### src/rtl/mem_pkg.sv
`default_nettype none
// ============================================================================
//  Module      : mem_pkg
//  Description : Shared definitions for the mem_arb memory-port arbiter:
//                FSM state encoding, requester index constants and small
//                round-robin helper functions.
//  Revision    : 1.0  initial release
// ============================================================================
package mem_pkg;

  localparam int NUM_REQ = 3;

  // Requester indices
  localparam logic [1:0] REQ_FETCH = 2'd0;
  localparam logic [1:0] REQ_DATA  = 2'd1;
  localparam logic [1:0] REQ_STACK = 2'd2;

  // Arbiter FSM state encoding
  typedef logic [1:0] state_t;
  localparam state_t ST_IDLE  = 2'd0;
  localparam state_t ST_ISSUE = 2'd1;
  localparam state_t ST_WAIT  = 2'd2;

  // Next requester index in round-robin order, wrapping 2 -> 0
  function automatic logic [1:0] rr_next(input logic [1:0] idx);
    return (idx == REQ_STACK) ? REQ_FETCH : idx + 2'd1;
  endfunction

  // Requester index to one-hot vector
  function automatic logic [NUM_REQ-1:0] idx_onehot(input logic [1:0] idx);
    logic [NUM_REQ-1:0] v;
    v = '0;
    for (int i = 0; i < NUM_REQ; i++) begin
      if (idx == i[1:0]) v[i] = 1'b1;
    end
    return v;
  endfunction

endpackage
`default_nettype wire

### src/rtl/mem_arb_rr_pick3.sv
`default_nettype none
// ============================================================================
//  Module      : rr_pick3
//  Description : Three-way round-robin picker. Scans requesters starting at
//                rr_ptr and returns the first active one.
//  Ports       : req    - request vector (one bit per requester)
//                rr_ptr - index with highest priority this round
//                valid  - at least one request active
//                winner - index of the selected requester
//  Revision    : 1.0  initial release
// ============================================================================
module rr_pick3
  import mem_pkg::*;
(
  input  logic [NUM_REQ-1:0] req,
  input  logic [1:0]         rr_ptr,
  output logic               valid,
  output logic [1:0]         winner
);

  logic [1:0] w_idx;

  always_comb begin
    valid  = 1'b0;
    winner = rr_ptr;
    w_idx  = rr_ptr;
    for (int k = 0; k < NUM_REQ; k++) begin
      if (!valid && req[w_idx]) begin
        valid  = 1'b1;
        winner = w_idx;
      end
      w_idx = rr_next(w_idx);
    end
  end

endmodule
`default_nettype wire

### src/rtl/mem_arb.sv
`default_nettype none
// ============================================================================
//  Module      : mem_arb
//  Description : Round-robin arbiter giving three requesters (fetch, data,
//                stack) access to one single-port memory with one cycle of
//                read latency. IDLE -> ISSUE (-> WAIT on reads) -> IDLE.
//  Ports       : clk, rst_n            - clock, async active-low reset
//                req/we/addr/wdata     - packed per-requester request bus
//                gnt, rvalid, rdata    - per-requester responses
//                mem_en/wen/addr/wdata - memory command, mem_rdata returned
//                busy                  - transaction in progress
//                err                   - write range violation pulse
//  Config      : MEM_ARB_RANGE_CHECK_EN - block writes above WR_LIMIT and
//                pulse err instead of enabling the memory.
//  Revision    : 1.0  initial release
// ============================================================================
module mem_arb
  import mem_pkg::*;
#(
  parameter int             AW       = 16,
  parameter int             DW       = 16,
  parameter logic [AW-1:0]  WR_LIMIT = AW'(16'hBFFF)
) (
  input  logic                 clk,
  input  logic                 rst_n,
  input  logic [NUM_REQ-1:0]   req,
  input  logic [NUM_REQ-1:0]   we,
  input  logic [NUM_REQ*AW-1:0] addr,
  input  logic [NUM_REQ*DW-1:0] wdata,
  output logic [NUM_REQ-1:0]   gnt,
  output logic [NUM_REQ-1:0]   rvalid,
  output logic [DW-1:0]        rdata,
  output logic                 mem_en,
  output logic                 mem_wen,
  output logic [AW-1:0]        mem_addr,
  output logic [DW-1:0]        mem_wdata,
  input  logic [DW-1:0]        mem_rdata,
  output logic                 busy,
  output logic                 err
);

  state_t        state_q, state_d;
  logic [1:0]    rr_ptr_q, rr_ptr_d;
  logic [1:0]    win_q;
  logic          we_q;
  logic [AW-1:0] addr_q;
  logic [DW-1:0] wdata_q;
  logic [DW-1:0] rdata_q;

  logic          w_pick_valid;
  logic [1:0]    w_pick_win;
  logic          w_sel_we;
  logic [AW-1:0] w_sel_addr;
  logic [DW-1:0] w_sel_wdata;
  logic          w_latch;
  logic          w_issue;
  logic          w_wait;
  logic          w_range_err;

  rr_pick3 u_pick (
    .req    (req),
    .rr_ptr (rr_ptr_q),
    .valid  (w_pick_valid),
    .winner (w_pick_win)
  );

  // Steer the winner's request fields out of the packed buses
  always_comb begin
    w_sel_we    = 1'b0;
    w_sel_addr  = '0;
    w_sel_wdata = '0;
    for (int i = 0; i < NUM_REQ; i++) begin
      if (w_pick_win == i[1:0]) begin
        w_sel_we    = we[i];
        w_sel_addr  = addr[i*AW +: AW];
        w_sel_wdata = wdata[i*DW +: DW];
      end
    end
  end

  always_comb begin
    state_d  = state_q;
    rr_ptr_d = rr_ptr_q;
    w_latch  = 1'b0;
    case (state_q)
      ST_IDLE: begin
        if (w_pick_valid) begin
          w_latch = 1'b1;
          state_d = ST_ISSUE;
        end
      end
      ST_ISSUE: begin
        rr_ptr_d = rr_next(win_q);
        state_d  = we_q ? ST_IDLE : ST_WAIT;
      end
      ST_WAIT:  state_d = ST_IDLE;
      default:  state_d = ST_IDLE;
    endcase
  end

  always_ff @(posedge clk or negedge rst_n) begin
    if (!rst_n) begin
      state_q  <= ST_IDLE;
      rr_ptr_q <= REQ_FETCH;
      win_q    <= REQ_FETCH;
      we_q     <= 1'b0;
      addr_q   <= '0;
      wdata_q  <= '0;
      rdata_q  <= '0;
    end else begin
      state_q  <= state_d;
      rr_ptr_q <= rr_ptr_d;
      if (w_latch) begin
        win_q   <= w_pick_win;
        we_q    <= w_sel_we;
        addr_q  <= w_sel_addr;
        wdata_q <= w_sel_wdata;
      end
      if (w_wait) rdata_q <= mem_rdata;
    end
  end

  assign w_issue = (state_q == ST_ISSUE);
  assign w_wait  = (state_q == ST_WAIT);

`ifdef MEM_ARB_RANGE_CHECK_EN
  assign w_range_err = w_issue & we_q & (addr_q > WR_LIMIT);
`else
  logic w_unused_wr_limit;
  assign w_unused_wr_limit = ^WR_LIMIT;
  assign w_range_err       = 1'b0;
`endif

  assign gnt       = w_issue ? idx_onehot(win_q) : '0;
  assign rvalid    = w_wait  ? idx_onehot(win_q) : '0;
  // Memory data is live during WAIT; afterwards the captured copy is held
  assign rdata     = w_wait  ? mem_rdata : rdata_q;
  assign mem_en    = w_issue & ~w_range_err;
  assign mem_wen   = w_issue & we_q;
  assign mem_addr  = addr_q;
  assign mem_wdata = wdata_q;
  assign busy      = (state_q != ST_IDLE);
  assign err       = w_range_err;

endmodule
`default_nettype wire

### config.mk
export PLATFORM = sky130hd
export DESIGN_NAME = mem_arb
export DESIGN_NICKNAME = d
export VERILOG_FILES = /design/src/rtl/mem_pkg.sv /design/src/rtl/mem_arb_rr_pick3.sv /design/src/rtl/mem_arb.sv
export SDC_FILE = /design/constraint.sdc
export NUM_CORES = 1
export LEC_CHECK = 0
export CORE_ASPECT_RATIO = 0.9
export CORE_MARGIN = 8
export CORE_UTILIZATION = 43
export DETAILED_ROUTE_END_ITERATION = 12
export HOLD_SLACK_MARGIN = 0.12
export PLACE_DENSITY = 0.91
export SYNTH_ARGS = -nofsm -noshare
export SYNTH_HDL_FRONTEND = slang
export SYNTH_SLANG_ARGS = --single-unit
### constraint.sdc
create_clock -name clk -period 4.1 [get_ports clk]
set_input_delay 0.615 -clock clk [delete_from_list [all_inputs] [get_ports clk]]
set_output_delay 0.615 -clock clk [all_outputs]
set_load 0.005 [all_outputs]
# Yosys cells after proc, flatten, opt, wreduce, memory -nomap -nowiden
# Cells that the tools add are included.
[totals]
input_bits = 120
register_bits = 55
wordCells = 65
out_inout_bits = 58
[classes]
n_eq_ne = 9
n_addsub = 3
reduce_logical = 8
n_lt_le_gt_ge = 3
mux = 34
bitwise = 1
[op_table]
columns = ["op", "count"]
rows = [
  ["two-way mux 16 bit", 7],
  ["two-way mux 1 bit", 14],
  ["two-way mux 2 bit", 7],
  ["equality test 2 bit (second input constant)", 5],
  ["less-than comparator 2 x 3 -> 1 bit (second input constant)", 3],
  ["adder 2 x 1 -> 2 bit (second input constant)", 3],
  ["binary-select mux 1 bit (select 2 bit)", 3],
  ["equality test 2 x 1 -> 1 bit (second input constant)", 3],
  ["zero test 2 bit", 3],
  ["two-way mux 3 bit", 2],
  ["case mux 2 bit (2 select lines)", 1],
  ["logical AND 1 bit", 2],
  ["zero test 1 bit", 2],
  ["inequality test 2 x 1 -> 1 bit (second input constant)", 1],
  ["nonzero test 2 bit", 1],
  ["bitwise AND 1 bit", 1],
]

# Longest topological paths before layout
# Gate-level depths: netlist of run 1.
[depth]
ltp_word = 13
mapped_depth = 9
depth_no_buf = 6

# Cells and area by module
# Synthesis of run 1 repeated with hierarchy kept, for this count alone.
[unflattened]
cells_unflattened = 325
hier_area_um2 = 2949.1
[modules_own_cells]
columns = ["mod", "instances", "area_each_um2", "seq_area_each_um2", "cells_each"]
rows = [
  ["mem_arb", 1, 2880.3, 1376.3, 313],
  ["rr_pick3", 1, 68.8, 0.0, 12],
]

# Worst setup path after synthesis of run 1
# OpenSTA, ideal clock, no wires.
[synth_timing]
kind = "input-to-reg"
startpoint = "in req[2]"
endpoint = "reg wdata_q[1], in the netlist mem_wdata[1]"
cell_stages = 8
arrival_ps = 1720
setup_time_ps = 126
setup_slack_ps = 2254
path_buffers = 3
required_time_ps = 3974
path_cell_list = "buf_2 -> a21boi_4 -> o31ai_4 -> inv_2 -> buf_6 -> buf_2 -> o22ai_1 -> a21oi_1"
[synth_via]
elab_chain_cells = 13
word_cells_on_any_way = 23
cone_classes = "2 x eq/ne; 16 x mux; 5 x reduce/logical"
[synth_lines]
columns = ["element", "line", "text"]
rows = [
  ["start, declared", "mem_arb.sv:26", "input logic [NUM_REQ-1:0] req,"],
  ["binary-select mux 1 bit (select 2 bit)", "mem_arb_rr_pick3.sv:28", "if (!valid && req[w_idx]) begin"],
  ["two-way mux 1 bit (implied by the code)", "mem_arb_rr_pick3.sv:28", ""],
  ["two-way mux 1 bit", "mem_arb_rr_pick3.sv:28", ""],
  ["zero test 1 bit", "mem_arb_rr_pick3.sv:28", ""],
  ["logical AND 1 bit", "mem_arb_rr_pick3.sv:28", ""],
  ["two-way mux 1 bit", "mem_arb_rr_pick3.sv:28", ""],
  ["zero test 1 bit", "mem_arb_rr_pick3.sv:28", ""],
  ["logical AND 1 bit", "mem_arb_rr_pick3.sv:28", ""],
  ["two-way mux 2 bit", "mem_arb_rr_pick3.sv:28", ""],
  ["zero test 2 bit", "mem_arb.sv:73", "if (w_pick_win == i[1:0]) begin"],
  ["two-way mux 16 bit (3 in series)", "mem_arb.sv:73", ""],
  ["end signal, assigned", "mem_arb.sv:117", "wdata_q <= w_sel_wdata;"],
  ["end, declared", "mem_arb.sv:47", "logic [DW-1:0] wdata_q;"],
]
# Several ways; a longest one is shown, not always the timed one. The select of a mux whose other input is x is not followed.
# A chain may end at the register's enable or synchronous reset.

# Worst setup path in the final report of run 1
[layout_timing]
startpoint = "reg state_q[1]"
endpoint = "out rdata[14]"
[layout_via]
elab_chain_cells = 2
[layout_lines]
columns = ["element", "line", "text"]
rows = [
  ["start, declared", "mem_arb.sv:42", "state_t state_q, state_d;"],
  ["start signal, assigned", "mem_arb.sv:111", "state_q <= state_d;"],
  ["equality test 2 bit", "mem_arb.sv:124", "assign w_wait = (state_q == ST_WAIT);"],
  ["two-way mux 16 bit", "n/a", ""],
  ["end, declared", "mem_arb.sv:32", "output logic [DW-1:0] rdata,"],
]
# No other way between the ends.

==> results of run 1 <==
layout make-up:
cell class,count,share of cell area
clock buffers,6,0.0140
flip-flops and latches,55,0.265
clock inverters,2,0.00337
inverters,4,0.00289
well taps,96,0.0231
repair buffers,187,0.354
multi-input cells,305,0.338
Yosys cell counts, types with 3 or more instances:
cell / instances / share of area
sky130_fd_sc_hd__nand2_1: 106 / 0.12
sky130_fd_sc_hd__a21oi_1: 56 / 0.084
sky130_fd_sc_hd__dfrtp_1: 55 / 0.41
sky130_fd_sc_hd__a211oi_1: 22 / 0.049
sky130_fd_sc_hd__o22ai_1: 21 / 0.039
sky130_fd_sc_hd__nor2_1: 19 / 0.021
sky130_fd_sc_hd__buf_2: 16 / 0.024
sky130_fd_sc_hd__clkbuf_1: 14 / 0.016
sky130_fd_sc_hd__o21bai_1: 12 / 0.027
sky130_fd_sc_hd__a221oi_1: 11 / 0.029
sky130_fd_sc_hd__a211oi_2: 10 / 0.037
sky130_fd_sc_hd__nor3_2: 10 / 0.030
sky130_fd_sc_hd__nand2b_1: 6 / 0.011
sky130_fd_sc_hd__buf_6: 5 / 0.017
sky130_fd_sc_hd__inv_1: 3 / 0.0034
sky130_fd_sc_hd__nor2b_1: 3 / 0.0056
sky130_fd_sc_hd__nor3_1: 3 / 0.0045
sky130_fd_sc_hd__o21ai_1: 3 / 0.0045
state kept, by name (all words and copies together), names as in the netlist:
name,cells
mem_addr,16
rr_ptr_q,2
we_q,1
mem_wdata,16
state_q,2
rdata_q,16
win_q,2
metal layers:
layer  up-vias  wire, µm
li1       1738         -
met5         -         0
met4         0       267
met1      1734      4630
met2       184      5980
met3        22      1230
path summary, 6_finish.rpt:
path / endpoint / cells past startpoint / slack, ns
worst max-delay path: rdata[14] / 4 / 1.19
worst min-delay path: mem_addr[14] / 1 / 0.30
worst max register to register: mem_wdata[3] / 6 / 1.70
worst min register to register: state_q[1] / 1 / 0.47
max in group asynchronous: mem_wdata[12] / 2 / 2.98
min in group clk: state_q[1] / 1 / 0.47
power by group:
group | leakage [µW] | internal [µW] | switching [µW]
Combinational | 0.00141 | 1060 | 1010
Sequential | 0.000636 | 818 | 190
Clock | 0.0000454 | 123 | 185
critical path, stage by stage (launching register included):
cell                              delay, ns
sky130_fd_sc_hd__dfrtp_1               0.39
sky130_fd_sc_hd__nor2b_1               0.82
sky130_fd_sc_hd__nand2_1               0.12
sky130_fd_sc_hd__nand2_1               0.11
sky130_fd_sc_hd__clkdlybuf4s50_1       0.52
per-stage QoR:
step | util | instances | worst slack [ns] | area [µm²] | total power, µW
6_report | 0.689 | 655 | 1.19 | 5200 | 3390
5_1_grt | 0.689 | 655 | 0.879 | 5200 | 3610
4_1_cts | 0.689 | 655 | 1.16 | 5200 | 3410
3_5_place_dp | 0.677 | 647 | 1.02 | 5110 | 3100
3_3_place_gp | 0.677 | 647 | 1.19 | 5110 | 3010
2_1_floorplan | - | 400 | 2.25 | 3340 | 2110
kinds of logic after synthesis:
family	synth area share
other cells	0.00112
flops	0.412
buf+inv	0.0633
simple gates	0.213
compound gates	0.310
==> out/metrics.sh, run 1 <==
RUN_STATUS='completed'
SETUP.WORST_PATH.END_CLASS='output pin'
WORST_MAX_SLEW_PIN_SLEW_NS=1.02
TIMING.SETUP.TNS_NS=0
FINALCRITPERIODSHARE=0.709
POWER_PER_CELL_AREA_nW_PER_UM2=652
AREA_OF_THE_MULTI_INPUT_GATES_UM2=1760
CLOCK_TREE.ROOT_CELL='sky130_fd_sc_hd__clkbuf_8'
GRT_PASS1_VIAS=3733
GROUTE.LAYER.MET2.USAGE=0.367
SYNTH_EDF_COUNT=0
SEQ_CELLS_POST_SYNTH=55
IOPINCOUNT=178
H-TREE-DEPTH=2
GRT_PASS1_WL_UM=18900
MOSTFREQUENTLAYOUTCELLS='sky130_fd_sc_hd__clkdlybuf4s50_1 (175), sky130_fd_sc_hd__nand2_1 (106), sky130_fd_sc_hd__a21oi_1 (56)'
POWER_LEAKAGE_uW=0.00209
WORST_SLEW_MARGIN_REL=0.316
SETUP_VIOL=0
SYNTH_AREA_UM2=3340
FINAL_COMMON_CELL='sky130_fd_sc_hd__clkdlybuf4s50_1'
CTS-RESIZED-GATES=0
SYNTHDISTINCTLIBCELLS=39
DETAIL_ROUTE.VIAS_PER_CELL=5.62
WORSTSETUPPATHTYPE='reg2out'
CP.REQUIRED_NS=3.48
TIMING.FINAL.CRIT_PERIOD_NS=2.91
USE_MET3=0.0672
ACHIEVABLE-FREQUENCY_GHz=0.344
CRIT_ARRIVAL_NS=2.29
DIE_AREA_UM2=10800
ANTENNA_FOUND_INITIAL=0
DIE_WIDTH_UM=109
RSZ_0062_RAISED_AFTER_GLOBAL_ROUTING='false'
MAPPEDNETLISTNETS=520
DIE_HEIGHT_UM=99.6
POSTSYNTH.TOPFLOPCELL='sky130_fd_sc_hd__dfrtp_1'
GP_CONGESTION=0.819
MAX_CAP_VIOL_COUNT=0
YS_WARN_COUNT=0
GROUTE.USAGE.OVERALL=0.216
CTS_POST_SETUP_BUFFERS_INSERTED=0
HOLDCRITPATHCLASS='in2async'
TRITONCTS='yes'
PIN_COUNT_OF_THE_BIGGEST_NET_ENTERING_GLOBAL_ROUTING=32
PLACEMENT.IO_BUFFERS=176
POST_DRT_WL_PER_CELL_UM=18.5
POST_DRT_ANTENNA_NETS=0
FILLER_CELL_COUNT=612
ROUTE.VIAS.TOTAL=3678
TIMING.FINAL.MAX_SLEW_VIOLATIONS=0
ANTENNA-DIODE-COUNT=0
AREAGROWTHSYNTHTOFINISH_PCT=55.6
FINALNETCOUNT=678
WORST_SETUP_HOLD_PATH_CLK_SLEW_NS=0.11
SHARE_OF_LAYOUT_CELLS_ABOVE_DRIVE_STRENGTH_1=0.0805
CTS-HOLD-FIX-BUFFERS=0
CLOCK_PATH_BUFFERS=2
CP-STARTPOINT='state_q[1]'
AREA_OF_ALL_SEQUENTIAL_STANDARD_CELLS_UM2=1380
DRC=0
LAUNCHING_POINT_OF_THE_WORST_REG2REG_PATH='rr_ptr_q[0]'
GRT_USE_MET1=0.251
YS_SEQ_AREA_FRAC=0.412
CTS_MADE_BUFFERS=5
HOLD_SLACK_NS=0.299
CLOCK_SINK_COUNT=55
SETUP.WORST_PATH.START_CLASS='flip-flop'
SKEW_NS=0.0120
DP_HPWL_UM=9290
INITIAL_UTILIZATION=0.443
SYN_AREA_PER_CELL_UM2=8.35
DRT_WL_TOTAL_UM=12100
SYNTH_CELLS=400
GLOBALROUTE.TOTALOVERFLOW=0
CORE_UM2=7540
INSERTION_DELAY_NS=0.32
FIRST_PASS_ITERS=5
FLOORPLAN.ROWS=30
GLOBAL_ROUTE.PEAK_USAGE_LAYER='met2'
HOLD_VIOL=0
DRTITER0DRC=188
CP_MAX_FO=16
ASYNC_FLOP_SHARE=1.00
VDD.IR_DROP.WORST_uV=259
Power figures use the tool's default switching activity.
==> inputs of run 2 (changes only) <==
--- a/config.mk
+++ b/config.mk
@@ -7,10 +7,10 @@
 export LEC_CHECK = 0
 export CORE_ASPECT_RATIO = 0.9
 export CORE_MARGIN = 8
-export CORE_UTILIZATION = 43
+export CORE_UTILIZATION = 36
 export DETAILED_ROUTE_END_ITERATION = 12
 export HOLD_SLACK_MARGIN = 0.12
-export PLACE_DENSITY = 0.91
+export PLACE_DENSITY = 0.82
 export SYNTH_ARGS = -nofsm -noshare
 export SYNTH_HDL_FRONTEND = slang
 export SYNTH_SLANG_ARGS = --single-unit
==> constraint.sdc (replaced) <==
create_clock -name clk -period 2.3 [get_ports clk]
set_input_delay 0.345 -clock clk [delete_from_list [all_inputs] [get_ports clk]]
set_output_delay 0.345 -clock clk [all_outputs]
set_load 0.005 [all_outputs]
==> run 2 against run 1 <==
Global-route usage decreased by 2.3 points. Flip-flop and latch count unchanged. Cell count increased by 5.3%. Non-clock buffer count increased by 9. Clock power increased by 92%. Combinational power increased by 86%. Highest routed layer unchanged. Routed wire length increased by 3.6%. Largest cell class unchanged.
==> out/metrics.sh, run 2 (synthesis gave the netlist of run 1 again) <==
H-TREE-DEPTH=2  # unchanged
TIMING.FINAL.CRIT_PERIOD_NS=2.21
ANTENNA_FOUND_INITIAL=0  # unchanged
RUN_STATUS='completed'  # unchanged
SETUP.WORST_PATH.END_CLASS='output pin'  # unchanged
GP_CONGESTION=0.801  # was 0.819
PIN_COUNT_OF_THE_BIGGEST_NET_ENTERING_GLOBAL_ROUTING=29  # was 32
CP.REQUIRED_NS=1.96  # was 3.48 ns
VDD.IR_DROP.WORST_uV=434  # was 259 µV
GRT_PASS1_VIAS=3887  # was 3,733
HOLDPATHSTAGES=1
DRT_WL_TOTAL_UM=12500  # was 12,100 µm
LAYOUT_SETUP_WS_NS=0.0865  # was 1.19 ns
FINAL_COMMON_CELL='sky130_fd_sc_hd__clkdlybuf4s50_1'  # unchanged
DIE_WIDTH_UM=118  # was 109 µm
SETUP_VIOL=0  # unchanged
FILLER_CELL_COUNT=790  # was 612
WORSTSETUPPATHTYPE='reg2out'  # unchanged
PLACEMENT.IO_BUFFERS=176  # unchanged
POWER_PER_CELL_AREA_nW_PER_UM2=1160  # was 652 nW/µm²
WORST_SETUP_HOLD_PATH_CLK_SLEW_NS=0.11  # about the same
FIRST_PASS_ITERS=4  # was 5
CORE_UM2=9080  # was 7540 µm²
TIMING.SETUP.TNS_NS=0  # unchanged
HOLD_SLACK_NS=0.456  # was 0.299 ns
WORST_SLEW_MARGIN_REL=0.520  # was 0.316
POST_DRT_WL_PER_CELL_UM=18.2  # was 18.5 µm
CRIT_ARRIVAL_NS=1.87  # was 2.29 ns
POST_DRT_ANTENNA_NETS=0  # unchanged
IOPINCOUNT=178  # unchanged
GLOBALROUTE.TOTALOVERFLOW=0  # unchanged
CLOCK_PATH_BUFFERS=2  # unchanged
INITIAL_UTILIZATION=0.368  # was 0.443
ACHIEVABLE-FREQUENCY_GHz=0.452
CTS_MADE_BUFFERS=5  # unchanged
DIE_HEIGHT_UM=107  # was 99.6 µm
TOTAL_POWER_uW=6220  # was 3390 µW
REGTOREGENDPOINT='mem_addr[14]'  # was mem_wdata[3]
PLACEMENT.SETUP.WORST_SLACK_NS=0.0503  # was 1.02 ns
WORST_MAX_SLEW_PIN_SLEW_NS=0.721  # was 1.02 ns
FINALNETCOUNT=687  # was 678
ROUTE.VIAS.TOTAL=3671  # was 3,678
POWER_LEAKAGE_uW=0.00216  # was 0.00209 µW
HOLD_VIOL=0  # unchanged
AREAGROWTHSYNTHTOFINISH_PCT=60.0  # was 55.6%
MAX_CAP_VIOL_COUNT=0  # unchanged
CLOCK_TREE.ROOT_CELL='sky130_fd_sc_hd__clkbuf_8'  # unchanged
SKEW_NS=0.00735  # was 0.0120 ns
DRTITER0DRC=263  # was 188
MOSTFREQUENTLAYOUTCELLS='sky130_fd_sc_hd__clkdlybuf4s50_1 (174), sky130_fd_sc_hd__nand2_1 (106), sky130_fd_sc_hd__a21oi_1 (56)'  # was sky130_fd_sc_hd__clkdlybuf4s50_1 (175), sky130_fd_sc_hd__nand2_1 (106), sky130_fd_sc_hd__a21oi_1 (56)
FLOORPLAN.ROWS=33  # was 30
CP_MAX_FO=7  # was 16
RSZ_0062_RAISED_AFTER_GLOBAL_ROUTING='true'  # was false
DETAIL_ROUTE.VIAS_PER_CELL=5.32  # was 5.62
GROUTE.USAGE.OVERALL=0.192  # was 0.216
DP_HPWL_UM=9440  # was 9290 µm
DIE_AREA_UM2=12600  # was 10,800 µm²
GRT_PASS1_WL_UM=19900  # was 18,900 µm
WORSTSETUPENDPOINT='gnt[1]'  # was rdata[14]
HOLDCRITPATHCLASS='reg2reg'  # was in2async
ANTENNA-DIODE-COUNT=0  # unchanged
CLOCK_SINK_COUNT=55  # unchanged
REG2REGPATHDEPTH=5  # was 6
SETUP.WORST_PATH.START_CLASS='flip-flop'  # unchanged
TRITONCTS='yes'  # unchanged
INSERTION_DELAY_NS=0.32  # about the same
TIMING.FINAL.MAX_SLEW_VIOLATIONS=0  # unchanged
CP-STARTPOINT='state_q[1]'  # unchanged
LAUNCHING_POINT_OF_THE_WORST_REG2REG_PATH='rr_ptr_q[1]'  # was rr_ptr_q[0]
SHARE_OF_LAYOUT_CELLS_ABOVE_DRIVE_STRENGTH_1=0.102  # was 0.0805
DRC=0  # unchanged
FINALCRITPERIODSHARE=0.962
REG2REG_SETUP_SLACK_NS=0.39  # was 1.70 ns
run 2: cell type report:
cell class                 count  area [µm²]  share of cell area
sequential                    55        1380               0.258
multi-input combinational    305        1770               0.332
tap                          122         153              0.0286
inverter                       4        15.0             0.00281
clock inverter                 3        27.5             0.00515
clock buffer                   5        68.8              0.0129
timing repair buffer         196        1930               0.361
run 2: timing repair:
action	4_1_cts	5_1_grt
buffers inserted	0	0
gates resized for setup	1	3
endpoints found under the setup margin	12	4
hold buffers	1	0
pin swaps	0	0
endpoints found under the hold margin	27	0
run 2: worst min-delay path by stage:
stage	from	to	slack (ns)
floorplan	rst_n	mem_addr[0]	0.05
global placement	rst_n	rdata_q[7]	0.42
detailed placement	rst_n	rdata_q[7]	0.43
CTS	we_q	state_q[1]	0.46
global route	we_q	state_q[1]	0.47
finish	we_q	state_q[1]	0.46
run 2: report_power, final:
group | internal, µW | switching (µW)
Clock | 227 | 364
Sequential | 1460 | 324
Combinational | 2010 | 1840
Total | 3690 | 2530
run 2: layer usage:
| layer | GRT usage | up-vias | wire length, µm |
|---|---|---|---|
| met5 | 0 | - | 0 |
| met4 | 0.0539 | 0 | 195 |
| met3 | 0.0608 | 13 | 957 |
| met2 | 0.334 | 159 | 6170 |
| met1 | 0.225 | 1747 | 5220 |
| li1 | - | 1752 | - |
run 2: stage by stage:
step                area (µm²)  utilization  instances
CTS                       5330        0.587        690
global route              5340        0.588        690
global placement          5220        0.575        681
floorplan                 3340            -        400
detailed placement        5220        0.575        681
finish                    5340        0.588        690
run 2: worst max-delay path, cell delays in order (launching register included):
cell,delay (ns)
sky130_fd_sc_hd__dfrtp_1,0.44
sky130_fd_sc_hd__nand2b_1,0.29
sky130_fd_sc_hd__nor3b_2,0.26
sky130_fd_sc_hd__clkdlybuf4s50_1,0.54
